--- src/rtl/sobel3x3_det.sv ---
// Purpose : 3x3 Sobel edge magnitude |Gx|+|Gy| on 8-bit grey pixels, saturated to PIX_W bits.
// Latency : 1 cycle (combinational datapath into the z_out register), one window per clock.
// Backpressure: none; every rising edge of clk samples z1..z9.
//
// Ports:
//   clk      rising-edge clock
//   reset    asynchronous, active-low; forces z_out to 0 immediately
//   z1..z3   window row above the centre (left, centre, right)
//   z4..z6   centre row (z5 is the centre pixel and does not contribute)
//   z7..z9   window row below the centre (left, centre, right)
//   z_out    registered edge value
//
// Optional feature: define SOBEL_THRESHOLD_EN to binarise the output
// (z_out = 0xFF when the saturated magnitude >= THRESHOLD, else 0x00).
module sobel3x3_det #(
  parameter int PIX_W     = 8,
  parameter int THRESHOLD = 128
) (
  input  logic             clk,
  input  logic             reset,
  input  logic [PIX_W-1:0] z1,
  input  logic [PIX_W-1:0] z2,
  input  logic [PIX_W-1:0] z3,
  input  logic [PIX_W-1:0] z4,
  input  logic [PIX_W-1:0] z5,
  input  logic [PIX_W-1:0] z6,
  input  logic [PIX_W-1:0] z7,
  input  logic [PIX_W-1:0] z8,
  input  logic [PIX_W-1:0] z9,
  output logic [PIX_W-1:0] z_out
);

  // Three extra bits hold a weighted sum of four pixels (max 4*255) plus sign,
  // and also the unsigned sum of the two absolute values (max 2040).
  localparam int SW = PIX_W + 3;
  localparam logic [SW-1:0] MAX_MAG = {3'b000, {PIX_W{1'b1}}};

  logic [SW-1:0]        pos_x, neg_x, pos_y, neg_y;
  logic signed [SW-1:0] gx, gy;
  logic [SW-1:0]        abs_x, abs_y, mag;
  logic [PIX_W-1:0]     sat_mag;
  logic [PIX_W-1:0]     z_out_d, z_out_q;

  // The centre pixel has zero weight in both kernels.
  logic unused_z5;
  assign unused_z5 = ^z5;

  always_comb begin
    pos_x = {3'b000, z3} + {2'b00, z6, 1'b0} + {3'b000, z9};
    neg_x = {3'b000, z1} + {2'b00, z4, 1'b0} + {3'b000, z7};
    pos_y = {3'b000, z7} + {2'b00, z8, 1'b0} + {3'b000, z9};
    neg_y = {3'b000, z1} + {2'b00, z2, 1'b0} + {3'b000, z3};

    gx = signed'(pos_x - neg_x);
    gy = signed'(pos_y - neg_y);

    // Magnitudes never exceed 1020, so negation cannot overflow SW bits.
    abs_x = gx[SW-1] ? unsigned'(-gx) : unsigned'(gx);
    abs_y = gy[SW-1] ? unsigned'(-gy) : unsigned'(gy);
    mag   = abs_x + abs_y;

    // Clamp rather than wrap: strong edges must read as full scale.
    sat_mag = (mag > MAX_MAG) ? {PIX_W{1'b1}} : mag[PIX_W-1:0];

`ifdef SOBEL_THRESHOLD_EN
    z_out_d = (sat_mag >= PIX_W'(THRESHOLD)) ? {PIX_W{1'b1}} : {PIX_W{1'b0}};
`else
    z_out_d = sat_mag;
`endif
  end

`ifndef SOBEL_THRESHOLD_EN
  // THRESHOLD only matters in the binarised build.
  localparam int unused_threshold = THRESHOLD;
`endif

  always_ff @(posedge clk or negedge reset) begin
    if (!reset) begin
      z_out_q <= '0;
    end else begin
      z_out_q <= z_out_d;
    end
  end

  assign z_out = z_out_q;

endmodule

--- config.mk ---
export PLATFORM = sky130hd
export DESIGN_NAME = sobel3x3_det
export DESIGN_NICKNAME = d
export VERILOG_FILES = /design/src/rtl/sobel3x3_det.sv
export SDC_FILE = /design/constraint.sdc
export NUM_CORES = 1
export LEC_CHECK = 0
export ABC_AREA = 1
export BUFFER_PORTS_ARGS = -buffer_cell sky130_fd_sc_hd__buf_2
export CORE_UTILIZATION = 60
export DETAILED_ROUTE_END_ITERATION = 6
export MAX_ROUTING_LAYER = met4
export PLACE_DENSITY_LB_ADDON = 0.15
export SKIP_LAST_GASP = 1
export SLEW_MARGIN = 10
export SYNTH_ARGS = -nofsm -noshare
export SYNTH_HDL_FRONTEND = slang
export SYNTH_SLANG_ARGS = --single-unit
--- constraint.sdc ---
create_clock -name clk -period 0.8 [get_ports clk]
set_input_delay 0.16 -clock clk [delete_from_list [all_inputs] [get_ports clk]]
set_output_delay 0.16 -clock clk [all_outputs]
set_load 0.005 [all_outputs]
# [After elaboration in Yosys (flattened, before gate mapping)]
# Cells that the tools add are included.
[classes] order_cmp=1 mux=3 add_sub_neg=13
[op_table] operator="10-bit by 8-bit adder with 11-bit output" n=4
[op_table] operator="8-bit by 9-bit adder with 10-bit output" n=4
[op_table] operator="11-bit 2-to-1 mux" n=2
[op_table] operator="11-bit negator" n=2
[op_table] operator="11-bit subtractor" n=2
[op_table] operator="11-bit adder" n=1
[op_table] operator="11-bit by 8-bit greater-than comparator with 1-bit output, second input constant" n=1
[op_table] operator="8-bit 2-to-1 mux" n=1
[word_totals] out_inout_bits=8 reg_bits=8 elab_cells=18

# [Logic depth before layout (Yosys ltp)]
# Gate-level depths: netlist of run 1.
[logic_depth] word_depth=8 depth_mapped=28 mapped_depth_nobuf=28

# [Worst setup path before layout of run 1]
# Ideal clock, no wire load.
[synth_timing] kind="input port to flip-flop" from="in z1[4]" to="reg z_out_q[2] (netlist: z_out[2])" path_slack_ns=-3.808 stages=25 t_required_ns=0.662 arrival_ns=4.470 cell_sequence="inv_1 > fa_1 > fa_1 > inv_1 > fa_1 > inv_1 > ha_1 > nand2_1 > inv_1 > nand2_1 > nand3_2 > a21oi_4 > inv_1 > nor2_1 > xor2_1 > inv_1 > ha_1 > a21oi_1 > o21ai_0 > nand2_1 > nand3_1 > a31oi_1 > inv_1 > nand3_4 > nand4_1"
[synth_between] elab_chain_len=8
[synth_lines] element="start, declared" line_no="21" rtl="input logic [PIX_W-1:0] z1,"
[synth_lines] element="8-bit by 9-bit adder with 10-bit output, on equally long branches" line_no="50, 52"
[synth_lines] element="10-bit by 8-bit adder with 11-bit output, on equally long branches" line_no="50, 52"
[synth_lines] element="11-bit subtractor, on equally long branches" line_no="54, 55"
[synth_lines] element="11-bit negator, on equally long branches" line_no="58, 59"
[synth_lines] element="11-bit 2-to-1 mux, on equally long branches" line_no="58, 59"
[synth_lines] element="11-bit adder *" line_no="60" rtl="mag = abs_x + abs_y;"
[synth_lines] element="11-bit by 8-bit greater-than comparator with 1-bit output" line_no="63" rtl="sat_mag = (mag > MAX_MAG) ? {PIX_W{1'b1}} : mag[PIX_W-1:0];"
[synth_lines] element="8-bit 2-to-1 mux *" line_no="63"
[synth_lines] element="via sat_mag[2]" line_no="41" rtl="logic [PIX_W-1:0] sat_mag;"
[synth_lines] element="end signal, assigned" line_no="81" rtl="z_out_q <= z_out_d;"
[synth_lines] element="end, declared" line_no="42" rtl="logic [PIX_W-1:0] z_out_d, z_out_q;"
# The timed path passes the listed nets; every way through them passes the cells marked *.

# [Final worst setup path of run 1]
[layout_timing] from="in z1[2]" to="reg z_out_q[0] (netlist: z_out[0])"
# Same word-level chain as after synthesis.

==> flow_metrics.py, run 1 <==
metrics = {
    "placement": {
        "gp_routability_congestion": 0.863,
        "post-place-ws_ns": -4.15,
        "placed_cell_area_sq_um": 5150,
        "port_buffers": 73,
        "dp_hpwl_microns": 8430,
    },
    "job": {
        "max_cap_violations": 0,
    },
    "run_status": {
        "status": "complete, but fails checks",
        "violations": "setup timing",
    },
    "floorplan": {
        "die_area_sq_um": 6910,
        "die-width_microns": 83.1,
        "core_region_area_sq_um": 6350,
        "io_pins": 82,
        "num_rows": 29,
        "initial_core_util_pct": 62.2,
        "fp.dieH_microns": 83.1,
    },
    "clocking": {
        "clock-sinks": 8,
        "cts_tree": "done",
        "numCtsBuffers": 3,
        "cts_max_level": 1,
        "cts_buffer_depth": 2,
        "clockRootBuffer": "clkbuf_8",
        "cts.reportedPaths.clkPinSlew_ns": 0.04,
    },
    "timing": {
        "report.final.setup_viol": 16,
        "hold_viol": 0,
        "min_period_ns": 4.58,
        "setup_tns_ns": -30.43,
        "fmax_ghz": 0.219,
        "grt_setup_unrepaired": "yes",
        "maxSlewViolCount": 0,
        "tightestPinTransition_ns": 0.375,
        "fin_crit_sh_pct": 572,
        "relSlewSlack_pct": 74.7,
        "final.setup.worst_slack_ns": -3.78,
        "hold_ws_ns": 0.308,
    },
    "cells_and_area": {
        "final_common_cell": "inv_1",
        "antenna-diode-count": 0,
        "mostFrequentLayoutCells": "167 x inv_1, 96 x buf_4, 94 x nand2_1",
        "nets": 898,
        "layout-drive-gt1-share_pct": 37.5,
        "largest_reg_flops": 8,
        "area_growth_pct": 39.9,
        "final_area_sq_um": 5530,
    },
    "route": {
        "drc": 0,
        "ant_nets": 0,
        "wl_per_cell_microns": 12.6,
        "drt_iter0_markers": 142,
        "dr.pass1.iters": 4,
        "vias_per_cell": 4.84,
        "drt_wl_total_microns": 10100,
        "via_count": 3874,
    },
    "setup_path": {
        "crit_path_max_incr_delay_ns": 0.62,
        "worstPathCellList": "buf_2 > inv_2 > fa_1 > fa_1 > fa_1 > inv_1 > fa_2 > nand2_1 > nor2_2 > nand4_1 > nor2_1 > nand2_1 > o21ai_1 > xor2_1 > inv_1 > ha_4 > inv_2 > nor3_4 > nand2_1 > nand3_1 > a31oi_2 > buf_4 > nand2_4 > nand4_1",
        "critPathLaunchType": "primary input",
        "arrival_ns": 4.67,
        "critPathKind": "primary input to flip-flop",
        "cp_slowest_cell": "fa_2",
        "critical_path.max_fanout": 8,
        "critical_path.endpoint_type": "flip-flop",
        "cp.required_ns": 0.89,
    },
    "yosys": {
        "ys_seq_area_share_pct": 5.07,
        "synthDistinctLibCells": 28,
        "avgSynthCellArea_sq_um": 7.19,
        "netlist_area_sq_um": 3950,
        "synth_area_leaders": "fa_1 32%, inv_1 17%, ha_1 11%",
        "synthesis.nets": 722,
        "yosysTopAreaCell": "fa_1",
        "yosysTopAreaCellShare_pct": 31.9,
        "syn_inst": 549,
        "ys_warn_count": 0,
        "ys_ff_latch": 8,
    },
    "global_routing": {
        "grt_pass1_vias": 4246,
        "grt_max_degree": 9,
        "antenna_found_initial": 0,
        "overflow": 0,
        "grt_pass1_wl_microns": 17400,
        "grt_use_total_pct": 31.6,
    },
    "min_path": {
        "hold_path.class": "primary input to asynchronous set/reset pin",
    },
}
-- cells by family after synthesis --
kind of cell    count (synthesis)  share of synthesized area, %
buf+inv                       186                          17.7
compound gates                 32                          5.10
flops                           8                          5.07
fa+ha+maj                      99                          43.3
xor+xnor                       23                          5.10
simple gates                  201                          23.7
-- stage by stage --
stage | utilization [%] | std cells
after CTS | 85.6 | 797
after global routing | 87.0 | 800
after global placement | 81.2 | 778
after floorplan | - | 549
final | 87.0 | 800
after detailed placement | 81.2 | 778
-- layer usage --
layer / share of wire [%] / up-vias / wire (microns) / GRT usage [%]
met5: 0 / - / 0 / -
met3: 3.0 / 21 / 301 / 1.69
met1: 39 / 1804 / 3920 / 34.0
met4: 2.5 / 0 / 257 / 8.15
met2: 56 / 101 / 5620 / 62.4
li1: - / 1948 / - / -
-- synthesized netlist by cell type --
| cell | instances |
|---|---|
| nand3_1 | 25 |
| nand2_2 | 11 |
| fa_1 | 63 |
| a21oi_2 | 4 |
| o21bai_1 | 1 |
| o21ai_1 | 2 |
| nand2_1 | 104 |
| o31ai_2 | 1 |
| nand2_4 | 1 |
| dfrtp_1 | 8 |
| ha_1 | 36 |
| a21oi_4 | 1 |
| inv_1 | 180 |
| nor2_1 | 30 |
| o21ai_0 | 6 |
| a21oi_1 | 14 |
| a31oi_1 | 2 |
| xor2_1 | 17 |
| nand3b_1 | 1 |
| a21o_1 | 1 |
| nand3_2 | 6 |
| nor3_1 | 3 |
| nand3_4 | 1 |
| nor2_2 | 3 |
| nor2_4 | 2 |
| xnor2_1 | 6 |
| inv_2 | 6 |
| nand4_1 | 14 |
-- layout make-up --
cell class / instances / area [sq um]
Fill cell: 372 / 823
Sequential cell: 8 / 200
Timing Repair Buffer: 171 / 1120
Multi-Input combinational cell: 355 / 3360
Tap cell: 77 / 96.3
Inverter: 186 / 706
Clock buffer: 3 / 41.3
-- what timing repair did --
item | CTS | global route
hold buffers | 1 | 0
endpoints found under the hold margin | 8 | 0
setup buffers | 15 | 3
resized for setup | 29 | 19
pin swaps | 31 | 16
endpoints found under the setup margin | 16 | 16
-- path summary, 6_finish.rpt --
path	to	cells after the start	slack, ns	startpoint
worst max-delay path	z_out[0]	24	-3.78	z1[2]
worst min-delay path	z_out[3]	2	0.31	reset
max in group asynchronous	z_out[7]	2	0.34	reset
min in group clk	z_out[5]	1	0.79	z_out[5]
-- worst max-delay path, delay by kind of cell --
| family | cells | cell delay [ns] |
|---|---|---|
| AOI/OAI and AO/OA | 2 | 0.21 |
| xor gates and xnor gates | 1 | 0.15 |
| adders and majority gates | 5 | 2.45 |
| buffers and inverters | 6 | 0.48 |
| and+or+nand+nor | 10 | 1.22 |
Power of run 1 is left out: the tool's default activity adds up to more than one toggle a clock period on the data nets, which glitch-free logic cannot reach.
==> inputs of run 2 (changes only) <==
ABC_AREA = unset   (was 1)
==> run 2 against run 1 <==
  * Synthesized cell count down 14%
  * Synthesized area up 0.60%
  * The flow now stops in global routing (5_1_grt)
==> flow_metrics.py, run 2 <==
metrics = {
    "run_status": {
        "status": "aborted with a tool error",
        "lastStage": "global routing (5_1_grt)",
        "error": "[ERROR GRT-0232] Routing congestion too high. Check the congestion heatmap in the GUI.",
    },
    "yosys": {
        "yosysTopAreaCellShare_pct": 31.7,
        "ys_warn_count": 0,
        "yosysMostFrequentCell": "inv_1",
        "synthDistinctLibCells": 65,
        "synthesis.nets": 643,
        "synth_ff_type": "dfrtp_1",
        "synth_area_leaders": "fa_1 32%, inv_1 12%, ha_1 11%",
        "syn_inst": 470,
        "netlist_area_sq_um": 3970,
        "ys_seq_area_share_pct": 5.04,
        "ys_ff_latch": 8,
        "synth_edf_count": 0,
        "yosysTopAreaCell": "fa_1",
        "async_flop_share_pct": 100,
        "avgSynthCellArea_sq_um": 8.45,
        "synth_common_cells": "132 x inv_1, 63 x fa_1, 36 x ha_1",
    },
    "floorplan": {
        "initial_core_util_pct": 62.2,
        "fp.dieH_microns": 83.4,
        "io_pins": 82,
        "die-width_microns": 83.4,
        "num_rows": 29,
    },
    "timing": {
        "worstEpCategory": "register data pin",
        "grt-worst-endpoint": "z_out[4]$_DFF_PN0_/D",
    },
    "clocking": {
        "cts_buffer_depth": 2,
        "clock-sinks": 8,
        "clockRootBuffer": "clkbuf_8",
        "cts_max_level": 1,
        "numCtsBuffers": 3,
    },
    "global_routing": {
        "grt_use_total_pct": 91.8,
        "grt_max_degree": 9,
        "overflow": 418,
    },
    "placement": {
        "gp_routability_congestion": 0.893,
        "dp_hpwl_microns": 8760,
        "port_buffers": 73,
    },
}
==> run 2: cell count changes after synthesis, sizes merged, moves of 11 or more <==
cell,previous run,this run
nand2,116,14
xnor2,6,20
inv,186,132
nand3,32,11
nor2,35,19
nand4,14,3
nor3,3,23
==> run 2: cell families after synthesis <==
family          synth area share, %
buf+inv                        13.7
flops                          5.04
fa+ha+maj                      43.1
mux                            2.55
simple gates                   14.7
compound gates                 14.1
xor+xnor                       6.80
==> run 2: per-stage QoR <==
step                std cells  worst slack (ns)  area [sq um]  TNS (ns)  utilization [%]
floorplan                 470             -4.36          4160    -34.48                -
global placement          717             -4.45          5330    -35.52             83.5
detailed placement        717             -4.59          5330    -36.56             83.5
CTS                       741             -4.13          5900    -33.42             92.5
==> run 2: repair_timing <==
| item | 4_1_cts |
|---|---|
| endpoints found under the setup margin | 16 |
| gates cloned | 1 |
| hold buffers | 1 |
| buffers inserted | 21 |
| resized for setup | 76 |
| endpoints found under the hold margin | 8 |
| pin swaps | 59 |
==> run 2: metal layers <==
metal,GRT usage (%),overflow
met3,61.9,4
met4,102,87
met1,83.0,6
met5,-,-
met2,120,321
==> inputs of run 3 (changes only) <==
CORE_UTILIZATION = 40   (was 60)
MAX_ROUTING_LAYER = unset   (was met4)
==> run 3 against run 2 <==
  * The flow now finishes, with violations (setup timing)
  * Synthesized area stayed put
  * Synthesized cell count is the same
==> flow_metrics.py, run 3 <==
metrics = {
    "yosys": {
        "synth_edf_count": 0,
        "synthDistinctLibCells": 65,
        "yosysTopAreaCell": "fa_1",
        "synth_common_cells": "132 x inv_1, 63 x fa_1, 36 x ha_1",
        "synthesis.nets": 643,
        "yosysMostFrequentCell": "inv_1",
        "ys_warn_count": 0,
        "netlist_area_sq_um": 3970,
        "yosysTopAreaCellShare_pct": 31.7,
        "syn_inst": 470,
        "avgSynthCellArea_sq_um": 8.45,
        "synth_ff_type": "dfrtp_1",
        "async_flop_share_pct": 100,
        "synth_area_leaders": "fa_1 32%, inv_1 12%, ha_1 11%",
        "ys_ff_latch": 8,
        "ys_seq_area_share_pct": 5.04,
    },
    "floorplan": {
        "core_region_area_sq_um": 9680,
        "die-width_microns": 102,
        "initial_core_util_pct": 41.0,
        "fp.dieH_microns": 102,
        "die_area_sq_um": 10300,
        "io_pins": 82,
        "num_rows": 36,
    },
    "route": {
        "wl_met3_microns": 233,
        "drt_wl_total_microns": 10400,
        "dr_wl_met2_microns": 5650,
        "drt_iter0_markers": 55,
        "vias_per_cell": 4.81,
        "drc": 0,
        "ant_nets": 0,
        "dr.max_layer_used": "met4",
        "wl_met1_microns": 4370,
        "via_count": 3869,
        "wl_per_cell_microns": 12.9,
        "dr.pass1.iters": 4,
    },
    "cells_and_area": {
        "largest_reg_flops": 8,
        "fillers": 795,
        "layout-drive-gt1-share_pct": 49.8,
        "final_common_cell": "buf_4",
        "nets": 846,
        "antenna-diode-count": 0,
        "mostFrequentLayoutCells": "124 x buf_4, 107 x inv_1, 63 x buf_2",
        "area_growth_pct": 58.5,
    },
    "placement": {
        "gp_routability_congestion": 0.856,
        "dp_hpwl_microns": 8270,
        "post-place-ws_ns": -4.64,
        "port_buffers": 73,
    },
    "setup_path": {
        "critical_path.max_fanout": 8,
        "critPathKind": "primary input to flip-flop",
        "worstPathCellList": "buf_8 > inv_8 > fa_1 > inv_1 > fa_1 > inv_1 > fa_1 > inv_2 > ha_4 > a211oi_4 > nand2_1 > o21ai_2 > o21bai_1 > a21o_2 > mux2_4 > fa_2 > a21oi_4 > a2bb2oi_4 > a21oi_2 > a21o_1 > a21oi_4 > xnor2_4 > buf_12 > mux2i_1",
        "startpoint": "z7[5]",
        "critical_path.endpoint_type": "flip-flop",
        "critical_path.most_common_cell": "fa_1",
        "cp_slowest_cell": "fa_1",
        "cp.required_ns": 0.94,
        "arrival_ns": 5.13,
        "crit_family": "adder cells",
        "critPathLaunchType": "primary input",
        "crit_buf_inv": 6,
        "crit_path_max_incr_delay_ns": 0.52,
    },
    "timing": {
        "min_period_ns": 5.00,
        "tightestPinTransition_ns": 0.424,
        "report.final.setup_viol": 16,
        "final.setup.worst_slack_ns": -4.20,
        "fmax_ghz": 0.200,
        "relSlewSlack_pct": 71.5,
        "hold_viol": 0,
        "grt_setup_unrepaired": "yes",
        "fin_crit_sh_pct": 624,
        "hold_ws_ns": 0.303,
        "maxSlewViolCount": 0,
    },
    "global_routing": {
        "grt_pass1_vias": 4114,
        "overflow": 0,
        "antenna_found_initial": 0,
        "grt_max_degree": 9,
        "grt_use_total_pct": 20.7,
        "grt_pass1_wl_microns": 17300,
    },
    "run_status": {
        "status": "complete, but fails checks",
        "violations": "setup timing",
    },
    "clocking": {
        "cts_tree": "done",
        "numCtsBuffers": 3,
        "cts_max_level": 1,
        "clockRootBuffer": "clkbuf_8",
        "cts.reportedPaths.clkPinSlew_ns": 0.04,
        "cts_buffer_depth": 2,
        "clock-sinks": 8,
    },
    "job": {
        "max_cap_violations": 0,
    },
    "min_path": {
        "hold_path.class": "primary input to asynchronous set/reset pin",
    },
}
## run 3: cell counts after synthesis
Identical to the previous run, type by type.
## run 3: timing repair
action	in CTS	in global routing
resized for setup	99	37
hold buffers	1	0
gates cloned	1	0
pin swaps	73	29
buffers inserted	21	7
setup endpoints to repair	16	16
endpoints found under the hold margin	8	0
## run 3: worst max-delay path by stage
stage,slack (ns),cells after the start,end
6_report,-4.20,24,z_out[7]
5_1_grt,-4.38,25,z_out[4]
4_1_cts,-4.10,23,z_out[5]
3_5_place_dp,-4.64,23,z_out[7]
3_3_place_gp,-4.58,23,z_out[6]
2_1_floorplan,-4.36,21,z_out[0]
## run 3: cell type report
type                    count  area (sq um)  share of cell area, %
multi-input cells         324          3930                   62.4
repair buffers            204          1450                   23.0
inverters                 132           510                   8.10
flip-flops and latches      8           200                   3.18
well taps                 133           166                   2.64
clock buffers               3          41.3                  0.656
## run 3: cells by family (layout without fill, tap and decap cells)
logic type | Yosys count | count (layout) | synth area share (%)
multiplexers | 10 | 10 | 2.55
AO/OA/AOI/OAI | 79 | 80 | 14.1
adder cells (fa/ha/maj) | 99 | 99 | 43.1
flip-flops | 8 | 8 | 5.04
buffers and inverters | 139 | 339 | 13.7
AND/OR/NAND/NOR | 105 | 105 | 14.7
XOR/XNOR | 30 | 30 | 6.80
## run 3: routing by layer
layer	vias to the layer above	GRT usage (%)
li1	1916	-
met3	12	1.04
met5	-	0
met2	81	40.8
met1	1860	24.8
met4	0	3.23
## run 3: metrics by stage
stage	instances	setup TNS [ns]	area (sq um)	util, %
finish	804	-33.85	6300	65.0
detailed placement	771	-37.02	5390	55.6
CTS	797	-33.21	6040	62.4
global route	804	-35.53	6300	65.0
floorplan	470	-34.48	4160	-
global placement	771	-36.36	5390	55.6
Power of run 3 is left out for the same reason.
==> inputs of run 4 (changes only) <==
--- a/config.mk
+++ b/config.mk
@@ -8,2 +8,3 @@
 export BUFFER_PORTS_ARGS = -buffer_cell sky130_fd_sc_hd__buf_2
+export CORE_ASPECT_RATIO = 0.8
 export CORE_UTILIZATION = 40
==> constraint.sdc (replaced) <==
create_clock -name clk -period 0.8 [get_ports clk]
set_input_delay 0.12 -clock clk [delete_from_list [all_inputs] [get_ports clk]]
set_output_delay 0.12 -clock clk [all_outputs]
set_load 0.005 [all_outputs]
==> run 4 against run 3 <==
  * The run still ends with setup timing left
  * Hold slack got worse by 0.033 ns
  * Cell count up 0.62%
  * Non-clock buffer count up 3
  * Die area barely moved
==> flow_metrics.py, run 4 (same netlist as run 3, synthesis figures left out) <==
metrics = {
    "timing": {
        "fmax_ghz": 0.199,
        "hold_viol": 0,
        "report.final.setup_viol": 16,
        "relSlewSlack_pct": 66.8,
        "hold_ws_ns": 0.271,
        "tightestPinTransition_ns": 0.495,
        "final.setup.worst_slack_ns": -4.21,
        "fin_crit_sh_pct": 627,
        "maxSlewViolCount": 0,
        "grt_setup_unrepaired": "yes",
        "min_period_ns": 5.01,
    },
    "route": {
        "drc": 0,
        "dr.pass1.iters": 6,
        "via_count": 3833,
        "dr_wl_met2_microns": 5360,
        "drt_iter0_markers": 93,
        "wl_met1_microns": 4800,
        "wl_met3_microns": 230,
        "drt_wl_total_microns": 10400,
        "ant_nets": 0,
        "wl_per_cell_microns": 12.8,
        "dr.max_layer_used": "met3",
        "vias_per_cell": 4.74,
    },
    "floorplan": {
        "fp.dieH_microns": 91.2,
        "num_rows": 32,
        "core_region_area_sq_um": 9650,
        "die_area_sq_um": 10300,
        "initial_core_util_pct": 41.2,
        "die-width_microns": 113,
        "io_pins": 82,
    },
    "cells_and_area": {
        "antenna-diode-count": 0,
        "fin_util_pct": 65.0,
        "largest_reg_flops": 8,
        "mostFrequentLayoutCells": "125 x buf_4, 119 x inv_1, 71 x buf_2",
        "nets": 848,
        "area_growth_pct": 57.9,
        "layout-drive-gt1-share_pct": 47.8,
        "final_common_cell": "buf_4",
        "final_cells": 809,
    },
    "setup_path": {
        "cp.required_ns": 0.90,
        "critPathKind": "primary input to flip-flop",
        "critical_path.max_fanout": 8,
        "arrival_ns": 5.12,
        "critPathLaunchType": "primary input",
        "critical_path.endpoint_type": "flip-flop",
    },
    "global_routing": {
        "grt_use_total_pct": 20.6,
        "grt_pass1_vias": 4025,
        "grt_pass1_wl_microns": 17600,
        "grt_max_degree": 17,
        "antenna_found_initial": 0,
        "overflow": 0,
    },
    "min_path": {
        "hold_path.class": "primary input to asynchronous set/reset pin",
    },
    "run_status": {
        "violations": "setup timing",
        "status": "complete, but fails checks",
    },
    "placement": {
        "port_buffers": 73,
        "dp.cells": 781,
        "dp_hpwl_microns": 8530,
        "gp_routability_congestion": 0.789,
    },
    "clocking": {
        "numCtsBuffers": 3,
        "cts_max_level": 1,
        "clockRootBuffer": "clkbuf_16",
        "cts.reportedPaths.clkPinSlew_ns": 0.04,
        "cts_tree": "done",
        "cts_buffer_depth": 2,
        "clock-sinks": 8,
    },
    "job": {
        "max_cap_violations": 0,
    },
}
[run 4: critical path, stage by stage]
cell,delay [ns]
buf_4,0.11
inv_8,0.03
fa_1,0.52
inv_1,0.05
fa_1,0.48
inv_1,0.05
fa_1,0.49
inv_2,0.05
ha_4,0.33
nand2_2,0.07
or4b_4,0.53
nand3_4,0.10
nor4b_4,0.26
a21oi_2,0.11
xnor2_2,0.21
ha_1,0.28
a21oi_2,0.16
nand2_1,0.08
or3_1,0.35
nand4_1,0.13
a31oi_4,0.14
buf_12,0.17
nor3_2,0.17
mux2i_1,0.10
[run 4: layout make-up]
class / instances / area (sq um)
multi-input cells: 323 / 3860
fillers: 803 / 3370
repair buffers: 207 / 1460
inverters: 132 / 513
flip-flops and latches: 8 / 200
well taps: 136 / 170
clock buffers: 3 / 75.1
[run 4: path summary, 6_finish.rpt]
| kind | start | end | slack [ns] | depth (start not counted) |
|---|---|---|---|---|
| setup / recovery | z7[5] | z_out[0] | -4.21 | 24 |
| max in group asynchronous | reset | z_out[3] | 0.36 | 2 |
| min in group clk | z_out[7] | z_out[7] | 0.75 | 1 |
| hold / removal | reset | z_out[0] | 0.27 | 2 |
[run 4: layer usage]
layer	GRT usage, %	up-vias
li1	-	1913
met5	0	-
met4	0.110	0
met1	27.9	1846
met2	38.0	74
met3	1.47	0
[run 4: repair_timing]
| action | CTS | global route |
|---|---|---|
| setup endpoints to repair | 16 | 16 |
| buffers inserted | 15 | 8 |
| endpoints found under the hold margin | 8 | 0 |
| pin swaps | 49 | 32 |
| cloned | 0 | 1 |
| hold buffers | 1 | 0 |
| gates resized for setup | 57 | 48 |
[run 4: through the flow]
step | area, sq um | setup slack (ns) | setup TNS (ns)
floorplan | 4160 | -4.32 | -34.16
global placement | 5450 | -4.56 | -36.44
detailed placement | 5450 | -4.66 | -36.97
CTS | 5940 | -4.15 | -33.20
global route | 6270 | -4.47 | -35.91
finish | 6270 | -4.21 | -33.69
Power of run 4 is left out for the same reason.
